==> src/rtl/local_network_interface.sv <==
// local_network_interface: bridges a processing core and its router's local port.
// TX path packs core requests into single-flit packets and drives them into the
// router with val/ret flow control; RX path filters flits by destination and
// buffers their payloads for the core. Both paths use small circular FIFOs.
module local_network_interface #(
    parameter int DATA_WIDTH = 8,
    parameter int N_ADD      = 2,
    parameter int FIFO_DEPTH = 4,
    parameter int PTR_W      = 2
) (
    input  logic                          clk,
    input  logic                          rst,
    input  logic [N_ADD-1:0]              X_address,
    input  logic [N_ADD-1:0]              Y_address,
    input  logic                          tx_wr_en,
    input  logic [N_ADD-1:0]              tx_dest_x,
    input  logic [N_ADD-1:0]              tx_dest_y,
    input  logic [DATA_WIDTH-2*N_ADD-1:0] tx_payload,
    output logic                          tx_full,
    output logic [DATA_WIDTH-1:0]         Package_out,
    output logic                          val_out,
    input  logic                          ret_in,
    input  logic [DATA_WIDTH-1:0]         Package_in,
    input  logic                          val_in,
    output logic                          ret_out,
    input  logic                          rx_rd_en,
    output logic [DATA_WIDTH-2*N_ADD-1:0] rx_payload,
    output logic                          rx_empty,
    output logic [2:0]                    err,
    input  logic                          err_clr
);

    localparam int               PL_W    = DATA_WIDTH - 2*N_ADD;
    localparam logic [PTR_W:0]   DEPTH_C = (PTR_W+1)'(FIFO_DEPTH);

    logic [DATA_WIDTH-1:0] tx_mem_q [FIFO_DEPTH];
    logic [PL_W-1:0]       rx_mem_q [FIFO_DEPTH];

    logic [PTR_W-1:0] tx_rd_q, tx_rd_d, tx_wr_q, tx_wr_d;
    logic [PTR_W-1:0] rx_rd_q, rx_rd_d, rx_wr_q, rx_wr_d;
    logic [PTR_W:0]   tx_cnt_q, tx_cnt_d, rx_cnt_q, rx_cnt_d;
    logic [2:0]       err_q, err_d, err_set;

    logic tx_empty, tx_push, tx_pop;
    logic rx_push, rx_pop, dest_ok;

    // Status flags come straight from registered counts, so ret_out has no
    // combinational path from val_in.
    assign tx_full  = (tx_cnt_q == DEPTH_C);
    assign tx_empty = (tx_cnt_q == '0);
    assign ret_out  = (rx_cnt_q == DEPTH_C);
    assign rx_empty = (rx_cnt_q == '0);

    assign tx_push     = tx_wr_en && !tx_full;
    assign val_out     = !tx_empty && !ret_in;
    assign tx_pop      = val_out;
    assign Package_out = tx_empty ? '0 : tx_mem_q[tx_rd_q];

    assign dest_ok    = (Package_in[N_ADD-1:0] == X_address) &&
                        (Package_in[2*N_ADD-1:N_ADD] == Y_address);
    assign rx_push    = val_in && !ret_out && dest_ok;
    assign rx_pop     = rx_rd_en && !rx_empty;
    assign rx_payload = rx_empty ? '0 : rx_mem_q[rx_rd_q];

    assign err = err_q;

    // Next-state for pointers, counts and sticky error flags.
    always_comb begin
        tx_rd_d  = tx_rd_q;
        tx_wr_d  = tx_wr_q;
        tx_cnt_d = tx_cnt_q;
        rx_rd_d  = rx_rd_q;
        rx_wr_d  = rx_wr_q;
        rx_cnt_d = rx_cnt_q;

        if (tx_push) tx_wr_d = tx_wr_q + 1'b1;
        if (tx_pop)  tx_rd_d = tx_rd_q + 1'b1;
        case ({tx_push, tx_pop})
            2'b10:   tx_cnt_d = tx_cnt_q + 1'b1;
            2'b01:   tx_cnt_d = tx_cnt_q - 1'b1;
            default: tx_cnt_d = tx_cnt_q;
        endcase

        if (rx_push) rx_wr_d = rx_wr_q + 1'b1;
        if (rx_pop)  rx_rd_d = rx_rd_q + 1'b1;
        case ({rx_push, rx_pop})
            2'b10:   rx_cnt_d = rx_cnt_q + 1'b1;
            2'b01:   rx_cnt_d = rx_cnt_q - 1'b1;
            default: rx_cnt_d = rx_cnt_q;
        endcase

        err_set[0] = tx_wr_en && tx_full;
        err_set[1] = val_in && ret_out;
        err_set[2] = val_in && !ret_out && !dest_ok;
        // New events win over a same-cycle clear.
        err_d = err_clr ? err_set : (err_q | err_set);
    end

    // Control state with asynchronous active-low reset.
    always_ff @(posedge clk or negedge rst) begin
        if (!rst) begin
            tx_rd_q  <= '0;
            tx_wr_q  <= '0;
            tx_cnt_q <= '0;
            rx_rd_q  <= '0;
            rx_wr_q  <= '0;
            rx_cnt_q <= '0;
            err_q    <= '0;
        end else begin
            tx_rd_q  <= tx_rd_d;
            tx_wr_q  <= tx_wr_d;
            tx_cnt_q <= tx_cnt_d;
            rx_rd_q  <= rx_rd_d;
            rx_wr_q  <= rx_wr_d;
            rx_cnt_q <= rx_cnt_d;
            err_q    <= err_d;
        end
    end

    // FIFO storage; contents are don't-care while a FIFO is empty, so no reset.
    always_ff @(posedge clk) begin
        if (tx_push) tx_mem_q[tx_wr_q] <= {tx_payload, tx_dest_y, tx_dest_x};
        if (rx_push) rx_mem_q[rx_wr_q] <= Package_in[DATA_WIDTH-1:2*N_ADD];
    end

endmodule

==> config.mk <==
export PLATFORM = sky130hd
export DESIGN_NAME = local_network_interface
export DESIGN_NICKNAME = d
export VERILOG_FILES = /design/src/rtl/local_network_interface.sv
export SDC_FILE = /design/constraint.sdc
export NUM_CORES = 1
export LEC_CHECK = 0
export CAP_MARGIN = 20
export CORE_ASPECT_RATIO = 1.5
export CORE_UTILIZATION = 35
export DETAILED_ROUTE_END_ITERATION = 10
export PLACE_DENSITY = 0.66
export SYNTH_ARGS = -nofsm -noshare
export SYNTH_HDL_FRONTEND = slang
export SYNTH_SLANG_ARGS = --single-unit
==> constraint.sdc <==
create_clock -name clk -period 2.97 [get_ports clk]
set_clock_uncertainty 0.2 [all_clocks]
set_input_delay 0.4455 -clock clk [delete_from_list [all_inputs] [get_ports clk]]
set_output_delay 0.4455 -clock clk [all_outputs]
set_load 0.02 [all_outputs]
---- Word level (Yosys, flattened, before mapping) ----
Memory sizes are Yosys's and may differ from the RTL's.
Index checks and enable logic that the tools add are counted.
storage, ports and cells
  RAM bits ................................ 48
  output and inout bits ................... 19
  memories kept ........................... 2
  input bits .............................. 27
  register bits ........................... 17
  word-level logic and storage cells ...... 54
cells by class
  add/sub/neg operators ................... 8
  bitwise gates (word level) .............. 1
  muxes and demuxes ....................... 9
  reductions and logical operators ........ 19
  eq/ne operators ......................... 8
memories
  memory    words  bits a word  read ports  clocked after memory_dff  write ports  line  source
  tx_mem_q  4      8            1           0                         1            36    logic [DATA_WIDTH-1:0] tx_mem_q [FIFO_DEPTH];
  rx_mem_q  4      4            1           0                         1            37    logic [PL_W-1:0] rx_mem_q [FIFO_DEPTH];
operators by type and width
  kind                 number
  $pmux 3 s2           2
  $logic_and 1x1->1    9
  $add 2x1->2 const B  4
  $mux 8               1
  $add 3x1->3 const B  2
  $eq 3x3->1 const B   2
  $logic_not 1->1      6
  $logic_not 3->1      2
  $sub 3x1->3 const B  2
  $eq 2x1->1 const B   2
  $eq 2x2->1           2
  $eq 2x2->1 const B   2
  $mux 1               4
  $mux 4               1
  $reduce_bool 2->1    2
  $mux 3               1
  $or 3x3->3           1

---- Longest topological paths before layout ----
Gate-level depths: netlist of the first run.
  depth after elaboration ................. 6
  mapped depth ............................ 11
  depth with buffers taken out ............ 10

---- Worst setup path before layout of the first run ----
OpenSTA, ideal clock, no wires.
  path type ............................... input-to-reg
  start ................................... input port Y_address[1]
  end ..................................... register rx_cnt_q[1]
  buffers on the path ..................... 1
  setup slack ............................. 680 ps
  arrival time ............................ 2008 ps
  cell stages on the path ................. 9
  required time ........................... 2687 ps
  setup time .............................. 83 ps
  path through ............................ xor2_1 nor4_2 and3_1 buf_6 inv_1 ha_1 inv_1 fa_1 o21ai_0
on the way
  cells in the longest elaborated chain, start to end .. 5
  elaborated cells on any way between the ends .. 7
  those cells by class .................... eq/ne: 3; mux: 1; reduce/logical: 3
RTL lines
  element                                                 line  source
  start, declared                                         14    input logic [N_ADD-1:0] Y_address,
  $eq 2x2->1 *                                            60    (Package_in[2*N_ADD-1:N_ADD] == Y_address);
  $logic_and 1x1->1 *                                     59    assign dest_ok = (Package_in[N_ADD-1:0] == X_address) &&
  $logic_and 1x1->1 *                                     61    assign rx_push = val_in && !ret_out && dest_ok;
  $eq 2x1->1 / $eq 2x2->1 (equally long branches)         86    case ({rx_push, rx_pop})
  $pmux 3 s2 / $reduce_bool 2->1 (equally long branches)  -
  end signal, assigned                                    115   rx_cnt_q <= rx_cnt_d;
  end, declared                                           41    logic [PTR_W:0] tx_cnt_q, tx_cnt_d, rx_cnt_q, rx_cnt_d;
Mark *: on every way between the ends. The rest lies on a longest branch, timed or not.
A chain may end at the register's enable or synchronous reset.

---- Worst setup path in the final report of the first run ----
  start ................................... register rx_rd_q[0]
  end ..................................... output port rx_payload[2]
on the way
  cells in the longest elaborated chain, start to end .. 2
RTL lines
  element                 line  source
  start, declared         40    logic [PTR_W-1:0] rx_rd_q, rx_rd_d, rx_wr_q, rx_wr_d;
  start signal, assigned  113   rx_rd_q <= rx_rd_d;
  $mem_v2 4x4             -
  $mux 4                  63    assign rx_payload = rx_empty ? '0 : rx_mem_q[rx_rd_q];
  end, declared           27    output logic [DATA_WIDTH-2*N_ADD-1:0] rx_payload,
Every way passes these cells.

==> results of run 1 <==
worst max-delay path, stage by stage (launching register included):
cell and delay [ns]:
dfrtp_1 0.55, mux4_2 0.56, nor2b_1 0.14, clkdlybuf4s50_1 0.56
cell usage after synthesis:
master,instances
edfxtp_1,48
dfrtp_1,17
inv_1,16
mux4_2,12
ha_1,10
xor2_1,10
and2b_1,7
nand2_1,7
nor2b_1,6
xnor2_1,6
and2_1,4
and2_2,4
nor2_1,4
o21ai_0,3
and3_1,2
buf_2,2
fa_1,2
buf_6,1
clkbuf_1,1
mux2_2,1
mux2_4,1
mux2i_1,1
nor2b_2,1
nor3_1,1
nor3_2,1
nor4_2,1
o22ai_1,1
metrics by stage:
step	hold slack, ns	total power [mW]	std cells
2_1_floorplan	-0.0501	2.21	170
3_3_place_gp	0.281	2.71	316
3_5_place_dp	0.288	2.75	316
4_1_cts	0.298	3.89	332
5_1_grt	0.315	4.06	332
6_report	0.302	3.83	332
area by class of cell:
cell class	count	share of cell area [%]
clock buffer	9	6.05
clock inverter	7	2.69
inverter	16	1.61
multi-input combinational	85	23.3
sequential	65	50.2
tap	102	3.43
timing repair buffer	48	12.7
per-layer routing:
metal	vias up	routed length, um
li1	713	-
met1	755	1750
met2	29	2680
met3	8	178
met4	0	102
met5	-	0
logic make-up (layout without fill, tap and decap cells):
group | Yosys count | in the layout
adder cells (fa/ha/maj) | 12 | 12
XOR/XNOR | 16 | 16
buffers and inverters | 20 | 80
AND/OR/NAND/NOR | 38 | 38
flip-flops | 65 | 65
multiplexers | 15 | 15
AO/OA/AOI/OAI | 4 | 4
final timing paths:
kind	start	endpoint	depth (start not counted)
max in group asynchronous	rst	rx_cnt_q[2]$_DFFE_PN0P_	1
min in group asynchronous	rst	rx_wr_q[1]$_DFFE_PN0P_	1
min reg2reg	tx_cnt_q[2]$_DFFE_PN0P_	tx_cnt_q[2]$_DFFE_PN0P_	1
min	tx_cnt_q[2]$_DFFE_PN0P_	tx_cnt_q[2]$_DFFE_PN0P_	1
max reg2reg	rx_cnt_q[1]$_DFFE_PN0P_	rx_cnt_q[2]$_DFFE_PN0P_	8
max	rx_rd_q[0]$_DFFE_PN0P_	rx_payload[2]	3
where the power goes:
group          internal, mW  switching, mW  leakage, nW
registers              1.20          0.157        0.639
logic                 0.708          0.637        0.618
clock network         0.742          0.393        0.161
total                  2.65           1.19         1.42
state kept, by name (all words and copies together), names as in the netlist:
signal / cells
tx_mem_q: 32
tx_wr_q: 2
tx_cnt_q: 3
rx_rd_q: 2
rx_wr_q: 2
err: 3
rx_mem_q: 16
tx_rd_q: 2
rx_cnt_q: 3
==> impl_metrics.json, run 1 <==
{
  "hold_buffers": 0,
  "crit_fanout": 6,
  "area_growth_syn_to_layout_pct": 31.9,
  "drive_gt1_share_pct": 17.4,
  "postRouteAntennaNets": 0,
  "post-route-util_pct": 48.3,
  "via_per_inst": 4.53,
  "syn-num-nets": 209,
  "grt_max_degree": 18,
  "root_buffer": "clkbuf_16",
  "clkLatencyLatePin_ns": 0.32,
  "port_buffers": 45,
  "final_cell_mix": "48 x edfxtp_1, 45 x clkdlybuf4s50_1, 17 x dfrtp_1",
  "vias": 1505,
  "core_area_um2": 7710,
  "synthMuxAreaShare_pct": 10.9,
  "postLayoutCellArea_um2": 3720,
  "cp-end-kind": "output pin",
  "period_share_pct": 93.7,
  "critPathKind": "register to output pin",
  "synth_cells": 170,
  "wl_per_cell_um": 14.2,
  "max-cap-violations": 0,
  "max_slew.worst_pin.slew_ns": 0.801,
  "synth_top_family_by_area": "multiplexers",
  "wl_mm": 4.72,
  "crit_arrival_ns": 2.14,
  "status": "finished clean",
  "drv_slew": 0,
  "setup_viol": 0,
  "drt_iter0_drc": 86,
  "avgSynthCellArea_um2": 16.6,
  "regArea_um2": 1870,
  "irDropWorstVdd_uv": 596,
  "finalCriticalPeriod_ns": 2.78,
  "layout_commonest_cell": "edfxtp_1",
  "top_usage_layer": "met2",
  "ff2ff_setup_slack_ns": 0.73,
  "p_leak_nw": 1.42,
  "post-cts-setup-buffer-count": 0,
  "antennaDiodeCount": 0,
  "die-height_um": 112,
  "synthAdderAreaFrac_pct": 5.86,
  "met1_usage_pct": 12.6,
  "synth_top_area_share_pct": 51.1,
  "cts_tree": "done",
  "dr.pass1.iters": 5,
  "grt_pass1_wl_mm": 7.54,
  "min_path_type": "register to register",
  "fmax_ghz": 0.359,
  "cts_sinks": 65,
  "grt_pass1_vias": 1615,
  "synth.cell_area_um2": 2820,
  "nets": 264,
  "start_kind": "register",
  "rsz0062_at_grt": "no",
  "clk_pin_slew_ns": 0.06,
  "overflow": 0,
  "cp.required_ns": 2.32,
  "use_met2_pct": 22.8,
  "power_density_nw_per_um2": 1030,
  "cts_repair_resize_count": 0,
  "die_w_um": 75.3,
  "synthSimpleGateAreaFrac_pct": 8.34,
  "yosysSeqAreaShare_pct": 66.2,
  "hpwl_mm": 3.36,
  "post-place-ws_ns": 0.188,
  "yosys_warnings": 0,
  "multi_input_area_um2": 868,
  "placed_area_um2": 3400,
  "n_fill_cell": 725,
  "cts_buffers": 9,
  "dieArea_um2": 8430,
  "ys_seq_elements": 65,
  "track_usage_pct": 12.5,
  "pin_count": 46,
  "h-tree-depth": 3,
  "use_met3_pct": 3.44,
  "synthXorXnorAreaFrac_pct": 4.97,
  "yosysTopAreaCell": "edfxtp_1",
  "synth_compound_area_share_pct": 0.754,
  "finalHoldViolCount": 0,
  "clockBufferDepth": 2,
  "synth_cell_type_count": 27,
  "synthTopCellsByArea": "edfxtp_1 51%, dfrtp_1 15%, mux4_2 9.6%",
  "tns_ns": 0,
  "relSlewSlack_pct": 46.4,
  "layout_setup_ws_ns": 0.188,
  "rows": 39,
  "initial_core_util_pct": 36.6,
  "gp_congestion": 0.744,
  "drc_errors": 0,
  "antenna_found_initial": 0
}
Power figures use the tool's default switching activity.
==> run 2: changes to the inputs <==
--- a/config.mk
+++ b/config.mk
@@ -7,6 +7,7 @@
 export LEC_CHECK = 0
 export CAP_MARGIN = 20
 export CORE_ASPECT_RATIO = 1.5
+export CORE_MARGIN = 2
 export CORE_UTILIZATION = 35
 export DETAILED_ROUTE_END_ITERATION = 10
 export PLACE_DENSITY = 0.66
==> impl_metrics.json, run 2 (same netlist as run 1, synthesis figures left out) <==
{
  "h-tree-depth": 3,
  "finalCriticalPeriod_ns": 2.76,
  "post-cts-setup-buffer-count": 0,
  "cp.required_ns": 2.32,
  "post-place-ws_ns": 0.184,
  "clkLatencyLatePin_ns": 0.32,
  "rsz0062_at_grt": "no",
  "final_cell_mix": "48 x edfxtp_1, 45 x clkdlybuf4s50_1, 17 x dfrtp_1",
  "whs_ns": 0.302,
  "antenna_found_initial": 0,
  "tns_ns": 0,
  "clockBufferDepth": 2,
  "layout_setup_ws_ns": 0.206,
  "placed_area_um2": 3410,
  "dr.pass1.iters": 4,
  "start_kind": "register",
  "critPathKind": "register to output pin",
  "top_register": "tx_mem_q",
  "dieArea_um2": 8810,
  "irDropWorstVdd_uv": 632,
  "drive_gt1_share_pct": 17.7,
  "power_density_nw_per_um2": 1020,
  "hpwl_mm": 3.37,
  "core_area_um2": 7910,
  "fmax_ghz": 0.362,
  "antennaDiodeCount": 0,
  "via_per_inst": 4.40,
  "die-height_um": 114,
  "setup_viol": 0,
  "largest_register_ffs": 32,
  "crit_path_top_delay_cell": "mux4_2",
  "p_leak_nw": 1.42,
  "track_usage_pct": 11.5,
  "drt_iter0_drc": 86,
  "hold_buffers": 0,
  "port_buffers": 45,
  "pin_count": 46,
  "vias": 1480,
  "gp_congestion": 0.668,
  "max_slew.worst_pin.slew_ns": 0.801,
  "regArea_um2": 1870,
  "multi_input_area_um2": 868,
  "rows": 40,
  "drc_errors": 0,
  "grt_pass1_vias": 1552,
  "postLayoutCellArea_um2": 3730,
  "post-route-util_pct": 47.1,
  "status": "finished clean",
  "worstPathCellList": "mux4_2, nor2b_1, clkdlybuf4s50_1",
  "reg.largest.list": "tx_mem_q (32), rx_mem_q (16)",
  "period_share_pct": 93.1,
  "max-cap-violations": 0,
  "clk_pin_slew_ns": 0.06,
  "finalHoldViolCount": 0,
  "cts_repair_resize_count": 0,
  "wl_per_cell_um": 13.7,
  "root_buffer": "clkbuf_16",
  "nets": 265,
  "area_growth_syn_to_layout_pct": 32.2,
  "cts_tree": "done",
  "drv_slew": 0,
  "overflow": 0,
  "grt_pass1_wl_mm": 7.49,
  "cts_sinks": 65,
  "die_w_um": 77.3,
  "slowest_delay_ns": 0.56,
  "wl_mm": 4.61,
  "crit_arrival_ns": 2.12,
  "initial_core_util_pct": 35.7,
  "crit_fanout": 6,
  "min_path_type": "register to register",
  "layout_commonest_cell": "edfxtp_1",
  "postRouteAntennaNets": 0,
  "n_fill_cell": 731,
  "grt_max_degree": 18,
  "cp-end-kind": "output pin",
  "relSlewSlack_pct": 46.4,
  "cts_buffers": 9
}
==> run 2: changes by cell type in the layout (fill, tap and decap cells not counted) <==
cell,previous run,this run
clkinv_2,1,2
inv_6,3,0
clkinv_4,1,2
buf_4,3,4
clkinvlp_4,0,1
==> run 2: layout make-up <==
| class | count | share of cell area, % |
|---|---|---|
| clock buffer | 9 | 6.04 |
| tap | 105 | 3.52 |
| clock inverter | 7 | 2.55 |
| sequential | 65 | 50.1 |
| inverter | 16 | 1.61 |
| timing repair buffer | 49 | 12.9 |
| multi-input combinational | 85 | 23.3 |
==> run 2: report_power, final <==
part	internal [mW]	switching, mW	total (mW)
Clock	0.733	0.372	1.10
Combinational	0.715	0.623	1.34
Sequential	1.20	0.157	1.35
Total	2.65	1.15	3.80
==> run 2: per-layer routing <==
layer	part of all wire [%]	vias up	wire [um]	global-route usage (%)
met1	39	725	1780	12.0
met5	0	-	0	0
met2	55	33	2550	20.3
met3	3.8	10	174	3.48
li1	-	712	-	-
met4	2.3	0	108	6.43
==> run 2: worst max-delay path: cells and delay by family, from the launching register on <==
kind	cells	cell delay, ns
buffers and inverters	1	0.55
flip-flops	1	0.54
multiplexers	1	0.56
AND/OR/NAND/NOR	1	0.14
==> run 2: per-stage QoR <==
step	instances	power (mW)
floorplan	170	2.21
global placement	320	2.72
detailed placement	320	2.74
CTS	336	3.86
global route	336	4.03
finish	336	3.80
==> run 2: worst paths after layout <==
check / start / end / slack [ns] / cells past startpoint
setup / recovery: rx_rd_q[0]$_DFFE_PN0P_ / rx_payload[1] / 0.21 / 3
setup reg to reg: tx_cnt_q[2]$_DFFE_PN0P_ / tx_cnt_q[2]$_DFFE_PN0P_ / 0.69 / 9
max in group asynchronous: rst / tx_wr_q[1]$_DFFE_PN0P_ / 1.68 / 1
hold reg to reg: tx_cnt_q[2]$_DFFE_PN0P_ / tx_cnt_q[2]$_DFFE_PN0P_ / 0.30 / 1
min in group asynchronous: rst / err[2]$_DFF_PN0_ / 0.39 / 1
hold / removal: tx_cnt_q[2]$_DFFE_PN0P_ / tx_cnt_q[2]$_DFFE_PN0P_ / 0.30 / 1
